**config.mk**
```make
export PLATFORM = sky130hd
export DESIGN_NAME = lfsr
export DESIGN_NICKNAME = d
export VERILOG_FILES = /design/src/rtl/lfsr_pkg.sv /design/src/rtl/lfsr_feedback.sv /design/src/rtl/lfsr.sv
export SDC_FILE = /design/constraint.sdc
export NUM_CORES = 1
export LEC_CHECK = 0
export CORE_MARGIN = 5
export CORE_UTILIZATION = 43
export CTS_CLUSTER_SIZE = 14
export DETAILED_ROUTE_END_ITERATION = 7
export PLACE_DENSITY_LB_ADDON = 0.25
export SETUP_SLACK_MARGIN = 0.3
export SLEW_MARGIN = 10
export SYNTH_ARGS = -nofsm -noshare
export SYNTH_HDL_FRONTEND = slang
export SYNTH_HIERARCHICAL = 1
export SYNTH_SLANG_ARGS = --single-unit
```
**constraint.sdc**
```tcl
create_clock -name clk -period 1.7 [get_ports clk]
set_clock_uncertainty 0.15 [all_clocks]
set_input_delay 0.17 -clock clk [delete_from_list [all_inputs] [get_ports clk]]
set_output_delay 0.17 -clock clk [all_outputs]
set_load 0.05 [all_outputs]
```
**src/rtl/lfsr_pkg.sv**
```systemverilog
// Shared types and constants for the mode-selectable Fibonacci LFSR.
// Tap and width masks are looked up per mode; all modes share one 11-bit register.
package lfsr_pkg;

  localparam int              OUT_W = 11;
  localparam logic [OUT_W-1:0] SEED = 11'h001;

  typedef enum logic [1:0] {MODE_8, MODE_9, MODE_10, MODE_11} mode_e;
  typedef enum logic [1:0] {IDLE, RUN, PAUSE} state_e;

  function automatic logic [OUT_W-1:0] tap_mask(input mode_e m);
    case (m)
      MODE_8:  tap_mask = 11'h0B8;
      MODE_9:  tap_mask = 11'h110;
      MODE_10: tap_mask = 11'h240;
      MODE_11: tap_mask = 11'h500;
      default: tap_mask = 11'h0B8;
    endcase
  endfunction

  function automatic logic [OUT_W-1:0] width_mask(input mode_e m);
    case (m)
      MODE_8:  width_mask = 11'h0FF;
      MODE_9:  width_mask = 11'h1FF;
      MODE_10: width_mask = 11'h3FF;
      MODE_11: width_mask = 11'h7FF;
      default: width_mask = 11'h0FF;
    endcase
  endfunction

endpackage

```
**src/rtl/lfsr_feedback.sv**
```systemverilog
// Combinational next-state for the LFSR: truncate to the active width, then step.
// An all-zero truncated state reloads SEED so the register can never lock up.
module lfsr_feedback
  import lfsr_pkg::*;
(
  input  mode_e            mode,
  input  logic [OUT_W-1:0] cur,
  output logic [OUT_W-1:0] nxt
);

  logic [OUT_W-1:0] wmask;
  logic [OUT_W-1:0] trunc;
  logic             fb;

  always_comb begin
    wmask = width_mask(mode);
    trunc = cur & wmask;
    fb    = ^(trunc & tap_mask(mode));
    if (trunc == '0) nxt = SEED;
    else             nxt = {trunc[OUT_W-2:0], fb} & wmask;
  end

endmodule

```
**src/rtl/lfsr.sv**
```systemverilog
// Start/stop controlled LFSR generator: IDLE/RUN/PAUSE FSM around an 11-bit register.
// The output is the live register; the feedback block keeps bits above the active width clear.
module lfsr
  import lfsr_pkg::*;
(
  input  logic             clk,
  input  logic             rst_n,
  input  logic             start,
  input  logic             stop,
  input  logic [1:0]       mode,
  output logic [OUT_W-1:0] lfsr_out
);

  state_e           state, state_nxt;
  logic [OUT_W-1:0] val_nxt;
  logic [OUT_W-1:0] step_val;

  lfsr_feedback u_fb (
    .mode (mode_e'(mode)),
    .cur  (lfsr_out),
    .nxt  (step_val)
  );

  always_ff @(posedge clk) begin
    if (!rst_n) begin
      state    <= IDLE;
      lfsr_out <= '0;
    end else begin
      state    <= state_nxt;
      lfsr_out <= val_nxt;
    end
  end

  // stop has priority over start in every state
  always_comb begin
    state_nxt = state;
    val_nxt   = lfsr_out;
    case (state)
      IDLE: if (start && !stop) begin
        state_nxt = RUN;
        val_nxt   = SEED;
      end
      RUN: begin
        if (stop) state_nxt = PAUSE;
        else      val_nxt   = step_val;
      end
      PAUSE: if (!stop) state_nxt = RUN;
      default: state_nxt = IDLE;
    endcase
  end

endmodule

```
# After elaboration in Yosys (flattened, before gate mapping)
# Index checks and enable logic that the tools add are counted.
# classes
n_eq_ne,9
mux,10
n_bitwise,3
n_reduce_logical,9
# op_table
operator,count
case mux 11 bit (4 select lines),2
AND 11 bit,3
2-to-1 mux 11 bit,3
case mux 11 bit (2 select lines),1
zero test 11 bit,1
XOR reduction 11 bit,1
inequality test 2 bit (second input constant),4
== test 2 bit (second input constant),3
2-to-1 mux 2 bit,3
case mux 2 bit (3 select lines),1
AND reduction 3 bit,2
== test 2 x 1 -> 1 bit (second input constant),2
zero test 2 bit,2
nonzero test 2 bit,1
logical AND 1 bit,1
zero test 1 bit,1
# totals
reg_bits,13
inputBits,6
out_inout_bits,11
word_cells,33

# Longest topological paths before layout
# Gate-level depths: netlist (run 1).
# logic_depth
word_depth,9
ltp_mapped,7
ltp_nobuf,6

# By module
# Netlist (run 1), hierarchy kept.
# by_module_without_submodules
module,n_inst,cells_per_inst,area_each_um2,seq_area_each_um2
lfsr,1,59,554.3,260.2
lfsr_feedback,1,30,219.0,0.0

# Worst setup path before layout (run 1)
# OpenSTA, ideal clock, no wires.
# synth_timing
path_type,register to register
from,reg lfsr_out[3]
to,reg lfsr_out[0]
setup_ns,0.059
arrival_time_ns,1.927
required_time_ns,1.491
slack_ns,-0.436
stages_incl_launch_ff,7
n_path_buf,0
period_less_slack_ns,2.136
path_cell_list,dfxtp_1 xnor3_1 o31a_1 o21ai_1 mux2i_1 nand3b_1 o211a_1
# synth_via
elab_chain_len,7
elab_cells_between_ends,8
classes_between,mux (3); bitwise (3); reduce/logical (2)
# synth_rtl
item,line_no,rtl
start: declaration,lfsr.sv:11,output logic [OUT_W-1:0] lfsr_out
start signal: assignment,lfsr.sv:30,lfsr_out <= val_nxt;
AND 11 bit *,lfsr_feedback.sv:17,trunc = cur & wmask;
AND 11 bit,lfsr_feedback.sv:18,fb = ^(trunc & tap_mask(mode));
XOR reduction 11 bit,lfsr_feedback.sv:18,
AND 11 bit,lfsr_feedback.sv:20,"else nxt = {trunc[OUT_W-2:0], fb} & wmask;"
2-to-1 mux 11 bit *,lfsr_feedback.sv:19,if (trunc == '0) nxt = SEED;
named net step_val[0],lfsr.sv:16,logic [OUT_W-1:0] step_val;
2-to-1 mux 11 bit *,lfsr.sv:44,if (stop) state_nxt = PAUSE;
case mux 11 bit (2 select lines) *,lfsr.sv:38,case (state)
# The timed path passes the listed nets; every way through them passes the cells marked *. The select of a mux whose other input is x is not followed.
# A chain may end at the register's enable or synchronous reset.

# Final worst setup path (run 1)
# layout_timing
from,reg lfsr_out[7]
to,reg lfsr_out[0]
# The elaborated chain is that of the path after synthesis.

==> summary.md, run 1 <==
* Layout fillers: 163
* post-detailed-routing wire length: 1660 µm
* total of max-cap violations: 0
* post-DR wirelength/cell: 12.2 µm
* most common cell after layout, fill and taps aside: buf_4
* Clock transition at path regs: 80 ps
* RD Place Congestion: 0.719
* crit start category: flip-flop
* startpoint of the tightest hold check path: stop
* height of the die: 52.4 µm
* antenna viol nets, final: 0
* instance count along the most critical hold path: 2
* synthesized net count: 95
* post-synth cell types: 34
* first-pass GRT wire length: 2950 µm
* netlist area before placement: 773 µm²
* number of DRC markers in iteration 0: 12
* Layout area overhead: 34.1%
* pin count of the biggest net entering global routing: 14
* aggregate global routing overflow: 0
* number of standard-cell rows in the floorplan: 15
* Min Clock Period, post-route: 1850 ps
* maximum clock rate: 0.542 GHz
* clock tree root buffer cell: clkbuf_4
* cell count after synthesis: 89
* detailed-routing iteration count for the pre-antenna-repair pass: 4
* most used cells in the layout excluding fill and tap cells: buf_4 (25), nand2_1 (15), nand4_1 (10), o21ai_2 (10)
* worst rel slew slack: 0.760
* static leakage: 0.446 nW
* depth of the most critical reg-to-reg path: 6
* Worst setup EP type: flip-flop
* Die X: 52.4 µm
* Post-Route Setup TNS: -146 ps
* RR Startpoint: lfsr_out[7]
* final hold violations: 0
* HPWL after DPL: 1250 µm
* number of global-route vias before repair: 688
* Slew Limit Fails: 0
* final setup vio count: 1
* maximum buffer depth of the clock tree: 2
* failing checks: negative setup slack
* cell count after placement: 131
* number of clock sinks: 13
* crit share post-route: 1.09
* Yosys warnings: 6
* antenna diode instance count: 0
* clock tree from TritonCTS: yes
* initial core utilization: 0.448
* worst path setup slack after routing: -146 ps
* mean area per synthesized cell: 8.69 µm²
* port buffer count: 16
* Critical Path AT: 1900 ps
* actual transition at the worst max-transition pin: 361 ps
* required time of the critical path: 1750 ps
* type of the worst min-delay path: in2reg
* global routing usage summed across all routing layers: 0.140
* level count of the clock H-tree: 1
* vias post-DR: 719
* crit path max fanout: 2
* unrepaired setup endpoints after global routing: yes
* worst reg-to-reg setup slack: -150 ps
* DRC violation count after routing: 0
* clock latency at the later pin of the worst-skew pair: 260 ps
* NumNets Final: 118
* outcome: finished with violations
* floorplan die area: 2750 µm²
* number of buffers inserted during clock tree synthesis: 3
* final cell count without fillers: 136
* sequential share of the synthesized area: 0.337
* area of the core: 1730 µm²
* Synth Register Bits: 13
* share of post-route cells with drive strength above 1: 0.468
* worst hold endpoint: state[0]
* top-level I/O count: 17
* type of the worst setup path: reg2reg
* RR Endpoint: lfsr_out[0]
* power per cell area: 560 nW/µm²
* largest voltage drop on the vdd net: 0.396 mV
* via/cell ratio: 5.29
* antenna violations before repair: 0
[metrics by stage]
step	hold WS, ps	power, mW	worst slack (ps)	area, µm²	util
floorplan	96.1	0.372	-151	795	-
global placement	329	0.404	-155	996	0.577
detailed placement	347	0.405	-189	996	0.577
CTS	336	0.592	-167	1030	0.599
global route	338	0.619	-266	1040	0.601
finish	341	0.580	-146	1040	0.601
[critical path, cell delays in order (launching register included)]
cell       delay, ps
dfxtp_2          320
or4_4            540
a2111oi_4        280
a222oi_1         100
mux2i_1          130
nand3b_1         120
o211a_1          140
[synth_stat cells]
library cell | number | area share
inv_1 | 1 | 0.0048
a2111oi_4 | 1 | 0.036
or2_1 | 1 | 0.0081
clkbuf_1 | 7 | 0.034
o21ai_2 | 10 | 0.11
or4_1 | 1 | 0.0097
mux2i_1 | 1 | 0.013
nor2_1 | 1 | 0.0048
nand3b_1 | 1 | 0.0097
or4_4 | 1 | 0.015
xor2_1 | 1 | 0.011
o22ai_1 | 1 | 0.0081
dlygate4sd3_1 | 1 | 0.013
and2_4 | 1 | 0.011
and2_1 | 2 | 0.016
o211a_1 | 1 | 0.013
a22o_1 | 1 | 0.011
and3_1 | 2 | 0.016
dfxtp_1 | 13 | 0.34
nor2b_1 | 1 | 0.0081
xnor3_1 | 1 | 0.029
nand4_1 | 10 | 0.081
o21ai_0 | 2 | 0.013
nor3b_1 | 1 | 0.0097
buf_6 | 1 | 0.015
o31a_1 | 1 | 0.011
o21a_1 | 1 | 0.0097
o21ai_1 | 1 | 0.0065
and3b_1 | 1 | 0.011
nand2_1 | 15 | 0.073
clkbuf_2 | 1 | 0.0065
buf_2 | 3 | 0.019
a21o_1 | 1 | 0.0097
a222oi_1 | 1 | 0.013
[power by group]
| part | total, mW | internal (mW) | switching, mW |
|---|---|---|---|
| combinational | 0.0892 | 0.0397 | 0.0494 |
| clock | 0.184 | 0.0906 | 0.0937 |
| sequential | 0.307 | 0.303 | 0.00375 |
| total | 0.580 | 0.433 | 0.147 |
[cells by family (layout without fill, tap and decap cells)]
| family | count (synthesis) | after routing | synth area share |
|---|---|---|---|
| compound gates | 21 | 21 | 0.244 |
| xor+xnor | 2 | 2 | 0.0405 |
| buf+inv | 14 | 36 | 0.0922 |
| flops | 13 | 13 | 0.337 |
| mux | 1 | 1 | 0.0129 |
| simple gates | 38 | 38 | 0.273 |
[timing repair]
| action | 4_1_cts | 5_1_grt |
|---|---|---|
| pin swaps | 4 | 1 |
| gates resized for setup | 1 | 1 |
| setup buffers | 1 | 0 |
| hold buffers | 0 | 0 |
| endpoints found under the hold margin | 0 | 0 |
| endpoints found under the setup margin | 1 | 2 |
[routing by layer]
| metal | GRT usage | up-vias | part of all wire |
|---|---|---|---|
| li1 | - | 364 | - |
| met1 | 0.198 | 329 | 0.48 |
| met2 | 0.213 | 24 | 0.45 |
| met3 | 0.0285 | 2 | 0.060 |
| met4 | 0.0383 | 0 | 0.0072 |
| met5 | 0 | - | 0 |
[sequential cells by signal, summed over array words and instances (netlist names)]
register,flops
state,2
lfsr_out,11
[area by class of cell]
cell class	instances	area, µm²	area share
Clock buffer	4	26.3	0.0253
Timing Repair Buffer	31	249	0.240
Sequential cell	13	282	0.271
Tap cell	25	31.3	0.0302
Multi-Input combinational cell	62	445	0.429
Inverter	1	3.75	0.00362
[worst max-delay path by stage]
stage           startpoint     endpoint  slack (ps)  cells after the start
6_report       lfsr_out[7]  lfsr_out[0]        -150                      6
5_1_grt        lfsr_out[7]  lfsr_out[0]        -270                      6
4_1_cts        lfsr_out[7]  lfsr_out[0]        -170                      6
3_5_place_dp       mode[0]  lfsr_out[0]        -190                      7
3_3_place_gp       mode[0]  lfsr_out[0]        -150                      7
2_1_floorplan  lfsr_out[0]  lfsr_out[0]        -150                      6
No activity file was read; power rests on OpenSTA's default activity.
==> run 2: changes to the inputs <==
--- a/config.mk
+++ b/config.mk
@@ -9,6 +9,7 @@
 export CORE_UTILIZATION = 43
 export CTS_CLUSTER_SIZE = 14
 export DETAILED_ROUTE_END_ITERATION = 7
+export GPL_ROUTABILITY_DRIVEN = 1
 export PLACE_DENSITY_LB_ADDON = 0.25
 export SETUP_SLACK_MARGIN = 0.3
 export SLEW_MARGIN = 10
==> results of run 2 <==
Final layout, timing and power as in run 1 (identical DEF).
